===== config.mk =====
export PLATFORM = sky130hd
export DESIGN_NAME = sample_rate_gen
export DESIGN_NICKNAME = d
export VERILOG_FILES = /design/src/rtl/sample_rate_gen_pkg.sv /design/src/rtl/sample_rate_chan.sv /design/src/rtl/sample_rate_gen.sv
export SDC_FILE = /design/constraint.sdc
export NUM_CORES = 1
export LEC_CHECK = 0
export CAP_MARGIN = 20
export CORE_MARGIN = 8
export CORE_UTILIZATION = 30
export CTS_BUF_LIST = sky130_fd_sc_hd__clkbuf_4
export CTS_CLUSTER_DIAMETER = 100
export DETAILED_ROUTE_END_ITERATION = 8
export MAX_ROUTING_LAYER = met4
export PLACE_DENSITY = 0.5
export REMOVE_ABC_BUFFERS = 1
export SYNTH_ARGS = -nofsm -noshare
export SYNTH_HDL_FRONTEND = slang
export SYNTH_SLANG_ARGS = --single-unit

===== constraint.sdc =====
create_clock -name clock_in_i -period 12.63 [get_ports clock_in_i]
set_clock_uncertainty 0.2 [all_clocks]
set_input_delay 1.263 -clock clock_in_i [delete_from_list [all_inputs] [get_ports clock_in_i]]
set_output_delay 1.263 -clock clock_in_i [all_outputs]
set_load 0.005 [all_outputs]

===== src/rtl/sample_rate_gen_pkg.sv =====
// Shared constants and the per-channel divisor record for sample_rate_gen.
package sample_rate_gen_pkg;

  localparam int DEF_DIV_W       = 28;
  localparam int DEF_DEFAULT_DIV = 1024;
  localparam int MIN_DIV         = 2;

  typedef struct packed {
    logic [DEF_DIV_W-1:0] active_div;
    logic [DEF_DIV_W-1:0] pend_div;
    logic                 pend;
  } chan_cfg_t;

endpackage


===== src/rtl/sample_rate_chan.sv =====
// One sample-rate channel: counter, active/pending divisor, registered clock_out and tick.
// SAMPLE_RATE_GEN_SYNC_EN adds sync_i, which restarts the count and applies any pending divisor.
module sample_rate_chan
  import sample_rate_gen_pkg::*;
#(
  parameter int DIV_W       = DEF_DIV_W,
  parameter int DEFAULT_DIV = DEF_DEFAULT_DIV
) (
  input  logic             clock_in_i,
  input  logic             reset_i,
  input  logic             en_i,
  input  logic             wr_i,
  input  logic [DIV_W-1:0] wr_div_i,
`ifdef SAMPLE_RATE_GEN_SYNC_EN
  input  logic             sync_i,
`endif
  output logic             pend_o,
  output logic             clock_out_o,
  output logic             tick_o
);

  typedef struct packed {
    logic [DIV_W-1:0] active_div;
    logic [DIV_W-1:0] pend_div;
    logic             pend;
  } cfg_t;

  cfg_t             cfg_q, cfg_d;
  logic [DIV_W-1:0] cnt_q, cnt_d;
  logic             clk_q, clk_d;
  logic             tick_q, tick_d;
  logic             wrap;
  logic             restart;

  always_comb begin
    cfg_d   = cfg_q;
    cnt_d   = cnt_q;
    clk_d   = 1'b0;
    tick_d  = 1'b0;
    wrap    = (cnt_q == cfg_q.active_div - DIV_W'(1));
    restart = 1'b0;
`ifdef SAMPLE_RATE_GEN_SYNC_EN
    restart = sync_i;
`endif
    if (!en_i) begin
      cnt_d = '0;
      if (wr_i) cfg_d.active_div = wr_div_i;
    end else begin
      if (restart || wrap) begin
        // A new period always starts at cnt=0, so switching divisor here cannot make a runt.
        cnt_d  = '0;
        tick_d = !restart;
        if (cfg_q.pend) begin
          cfg_d.active_div = cfg_q.pend_div;
          cfg_d.pend       = 1'b0;
        end
      end else begin
        cnt_d = cnt_q + DIV_W'(1);
      end
      if (wr_i) begin
        cfg_d.pend     = 1'b1;
        cfg_d.pend_div = wr_div_i;
      end
      clk_d = (cnt_d >= (cfg_d.active_div >> 1));
    end
  end

  always_ff @(posedge clock_in_i or posedge reset_i) begin
    if (reset_i) begin
      cnt_q  <= '0;
      cfg_q  <= '{active_div: DIV_W'(DEFAULT_DIV), pend_div: '0, pend: 1'b0};
      clk_q  <= 1'b0;
      tick_q <= 1'b0;
    end else begin
      cnt_q  <= cnt_d;
      cfg_q  <= cfg_d;
      clk_q  <= clk_d;
      tick_q <= tick_d;
    end
  end

  assign pend_o      = cfg_q.pend;
  assign clock_out_o = clk_q;
  assign tick_o      = tick_q;

endmodule


===== src/rtl/sample_rate_gen.sv =====
// Multi-channel programmable sample-rate generator: cfg decode, cfg_ready mux, NUM_CH channels.
// Optional SAMPLE_RATE_GEN_SYNC_EN adds sync_req_i for phase-aligning all enabled channels.
module sample_rate_gen
  import sample_rate_gen_pkg::*;
#(
  parameter int  NUM_CH      = 4,
  parameter int  DIV_W       = DEF_DIV_W,
  parameter int  DEFAULT_DIV = DEF_DEFAULT_DIV,
  localparam int CH_W        = (NUM_CH > 1) ? $clog2(NUM_CH) : 1
) (
  input  logic              clock_in_i,
  input  logic              reset_i,
  input  logic              cfg_valid_i,
  output logic              cfg_ready_o,
  input  logic [CH_W-1:0]   cfg_ch_i,
  input  logic [DIV_W-1:0]  cfg_div_i,
  input  logic [NUM_CH-1:0] ch_en_i,
`ifdef SAMPLE_RATE_GEN_SYNC_EN
  input  logic              sync_req_i,
`endif
  output logic [NUM_CH-1:0] clock_out_o,
  output logic [NUM_CH-1:0] tick_o
);

  logic [NUM_CH-1:0] pend;
  logic [DIV_W-1:0]  div_clamped;
  logic              in_range;
  logic              accept;

  assign in_range    = ({1'b0, cfg_ch_i} < (CH_W+1)'(NUM_CH));
  assign div_clamped = (cfg_div_i < DIV_W'(MIN_DIV)) ? DIV_W'(MIN_DIV) : cfg_div_i;
  assign accept      = cfg_valid_i && cfg_ready_o;

  // Writes to nonexistent channels are always accepted and dropped.
  always_comb begin
    cfg_ready_o = 1'b1;
    if (in_range) cfg_ready_o = !pend[cfg_ch_i];
  end

  for (genvar g = 0; g < NUM_CH; g++) begin : g_ch
    sample_rate_chan #(
      .DIV_W      (DIV_W),
      .DEFAULT_DIV(DEFAULT_DIV)
    ) u_chan (
      .clock_in_i (clock_in_i),
      .reset_i    (reset_i),
      .en_i       (ch_en_i[g]),
      .wr_i       (accept && in_range && (cfg_ch_i == CH_W'(g))),
      .wr_div_i   (div_clamped),
`ifdef SAMPLE_RATE_GEN_SYNC_EN
      .sync_i     (sync_req_i),
`endif
      .pend_o     (pend[g]),
      .clock_out_o(clock_out_o[g]),
      .tick_o     (tick_o[g])
    );
  end

endmodule


==> impl_metrics.toml <==
[status]
outcome = "finished clean"

[timing]
fmax_mhz = 147
finalHoldViolCount = 0
rsz0062_at_grt = "false"
setup_viol = 0
tightest_slew_ns = 1.17
fin_crit_ns = 6.79
slew_viol_final = 0
finalCritPeriodShare = 0.538
slew_headroom = 0.213
final.setup.tns_ns = 0

[route]
routed_wl_um = 70600
drt_iter0_markers = 1082
avgRoutedWirePerCell_um = 19.4
ant_nets = 0
drt_drc_violations_left = 0
viasPerCell = 5.26
dr.pass1.iters = 5
vias = 19131

[power_and_ir_drop]
comb_power_share = 0.239
clockPowerShare = 0.318
p_switching_w = 0.00116
vdd_drop_max_mv = 0.0618
pwr-share-seq = 0.443
leakage_nw = 10.8
totalPowerFinal_w = 0.00339
powerDensity_nw_per_um2 = 130
switching_share = 0.341
intPower_w = 0.00224

[yosys]
ys.flop_type = "dfrtp_1"
synthesis.area_um2 = 23500
synthDistinctLibCells = 79
synth-seq-cells = 348
yosys-top-cells-area = "dfrtp_1 37%, ha_1 6.2%, xnor2_1 5.6%"
async_flop_share = 1.00
synth_top_area_share = 0.366
synth.top_cells.by_count = "344 x dfrtp_1, 268 x nor2_1, 151 x xnor2_1, 128 x clkbuf_1, 116 x ha_1"
yosysTopAreaCell = "dfrtp_1"
synthCells = 2516
synth_edf_count = 0
synth_warnings = 0
yosysMostFrequentCell = "dfrtp_1"
ys_seq_area_frac = 0.371
syn_avg_cell_area_um2 = 9.34

[min_path]
whs_path_depth = 2
hp-class = "reg -> reg"

[clock_network]
cts_max_level = 3
cts_resized = 0
path_clk_slew_ns = 0.07
clk_path_buf_depth = 3
root_buffer = "clkbuf_4"
cts_tree = "yes"
numCtsBuffers = 96
clk_latency_ns = 0.86
cts_hold_buf = 0
cts.sinks = 348
cts_setup_buffers = 0

[cells_and_area]
fin_nets = 2671
drive_gt1_frac = 0.135
syn_to_final_growth_pct = 11.3
nFillCells = 7984

[grt]
grt_pass1_wl_um = 112000
grt_max_degree = 114
grt_pass1_vias = 19298
antenna_found_initial = 3
overflow = 0
grt_usage = 0.165

[job]
cap_violations = 0

[worst_setup_path]
critical_path_arrival_ns = 7.33
reg2reg_depth = 19
rrSetupSlack_ns = 5.84
critPathLaunchType = "flop"
endpoint = "g_ch[1].u_chan.clock_out_o"
crit_path_start = "g_ch[1].u_chan.cfg_q[34]"
path_class = "reg -> reg"
r2r-end = "g_ch[1].u_chan.clock_out_o"
required_ns = 13.17
crit_path_end_kind = "flop"
path_max_fanout = 22
reg2reg_from = "g_ch[1].u_chan.cfg_q[34]"

[floorplanning]
fp.dieArea_um2 = 87500
start_util = 0.303
coreArea_um2 = 77500
io_pins = 46
die-width_um = 296
rows = 102
die_h_um = 296

[placed_design]
gp_congestion = 0.921
dp_hpwl_um = 50100
port_buffers = 45
==> stage by stage <==
stage          hold WS [ns]  cells  cell area [um^2]  worst slack, ns  utilization
2_1_floorplan         0.250   2325             22700             1.52            -
3_3_place_gp          0.266   3455             24800             5.94        0.320
3_5_place_dp          0.278   3457             24800             5.84        0.321
4_1_cts               0.291   3631             26100             5.78        0.337
5_1_grt               0.319   3636             26100             5.24        0.337
6_report              0.286   3638             26100             5.84        0.338
==> sequential cells by signal (all words and copies together) (netlist names) <==
signal and flops:
g_ch.u_chan.tick_o 4, g_ch.u_chan.clock_out_o 4, g_ch.u_chan.cnt_q 112, g_ch.u_chan.pend_o 4, g_ch.u_chan.cfg_q 224
==> routing by layer <==
layer | vias to the layer above | track usage | routed length [um]
li1 | 9112 | - | -
met1 | 9453 | 0.223 | 33700
met2 | 429 | 0.242 | 30800
met3 | 137 | 0.0278 | 3580
met4 | 0 | 0.0677 | 2570
met5 | - | - | 0
==> power groups by stage <==
stage	Clock, W	Combinational (W)	Sequential [W]
after floorplan	0	0.000604	0.00144
after global placement	0	0.000791	0.00151
after detailed placement	0	0.000810	0.00152
after CTS	0.00113	0.000815	0.00150
after global routing	0.00119	0.000904	0.00153
final	0.00108	0.000811	0.00151
==> worst min-delay path by stage <==
stage,to,startpoint,slack (ns)
final,g_ch[2].u_chan.cfg_q[1],g_ch[2].u_chan.cfg_q[1],0.29
after global routing,g_ch[0].u_chan.cfg_q[16],g_ch[0].u_chan.cfg_q[16],0.32
after CTS,g_ch[2].u_chan.cfg_q[1],g_ch[2].u_chan.cfg_q[1],0.29
after detailed placement,g_ch[2].u_chan.cfg_q[1],g_ch[2].u_chan.cfg_q[1],0.28
after global placement,g_ch[2].u_chan.cfg_q[1],g_ch[2].u_chan.cfg_q[1],0.27
after floorplan,g_ch[2].u_chan.cfg_q[1],g_ch[2].u_chan.cfg_q[1],0.25
==> cells in the final DEF, fill, tap and decap left out, types with 43 or more instances in the layout <==
| cell type | count |
|---|---|
| a211oi_1 | 66 |
| buf_4 | 45 |
| xnor2_1 | 151 |
| nor2b_1 | 55 |
| a21oi_1 | 101 |
| mux2i_1 | 115 |
| and2_1 | 66 |
| dfrtp_1 | 344 |
| inv_1 | 60 |
| clkdlybuf4s50_1 | 43 |
| nand3_1 | 61 |
| nor3_1 | 57 |
| ha_1 | 116 |
| mux2_2 | 108 |
| clkbuf_4 | 153 |
| a31oi_1 | 45 |
| nor2_1 | 268 |
| nand4_1 | 46 |
| xor2_1 | 82 |
| nor4_1 | 55 |
| nand2_1 | 97 |
| o21ai_0 | 55 |
==> final cells by class <==
class | count | area (um^2) | share of cell area
antenna | 4 | 10.0 | 0.000383
clock buffer | 153 | 1150 | 0.0439
clock inverter | 21 | 106 | 0.00407
inverter | 61 | 236 | 0.00904
multi-input combinational | 1916 | 13800 | 0.527
sequential | 348 | 8710 | 0.333
tap | 1040 | 1300 | 0.0498
timing repair buffer | 95 | 865 | 0.0331
==> worst max-delay path: stages, from the launching register on <==
cell      delay, ns
dfrtp_1        0.48
or4_1          0.74
nor4_1         0.89
nand2_1        0.15
xnor2_1        0.16
nor4_1         0.60
nand4b_4       0.20
nor4_4         0.61
buf_4          0.48
mux2i_1        0.29
ha_1           0.28
a21o_1         0.19
a21o_1         0.18
a21oi_1        0.14
nor2_1         0.05
nor4bb_1       0.24
o21ai_0        0.21
a21oi_1        0.29
o22ai_1        0.10
and2_1         0.17
==> kinds of logic (layout without fill, tap and decap cells) <==
group | after synthesis | count (layout) | synth area share
compound gates | 471 | 471 | 0.137
xor+xnor | 233 | 233 | 0.0869
fa+ha+maj | 116 | 116 | 0.0618
buf+inv | 252 | 330 | 0.0451
flops | 348 | 348 | 0.371
mux | 224 | 224 | 0.102
other cells | 0 | 4 | 0
simple gates | 872 | 872 | 0.196
Power figures use the tool's default switching activity.
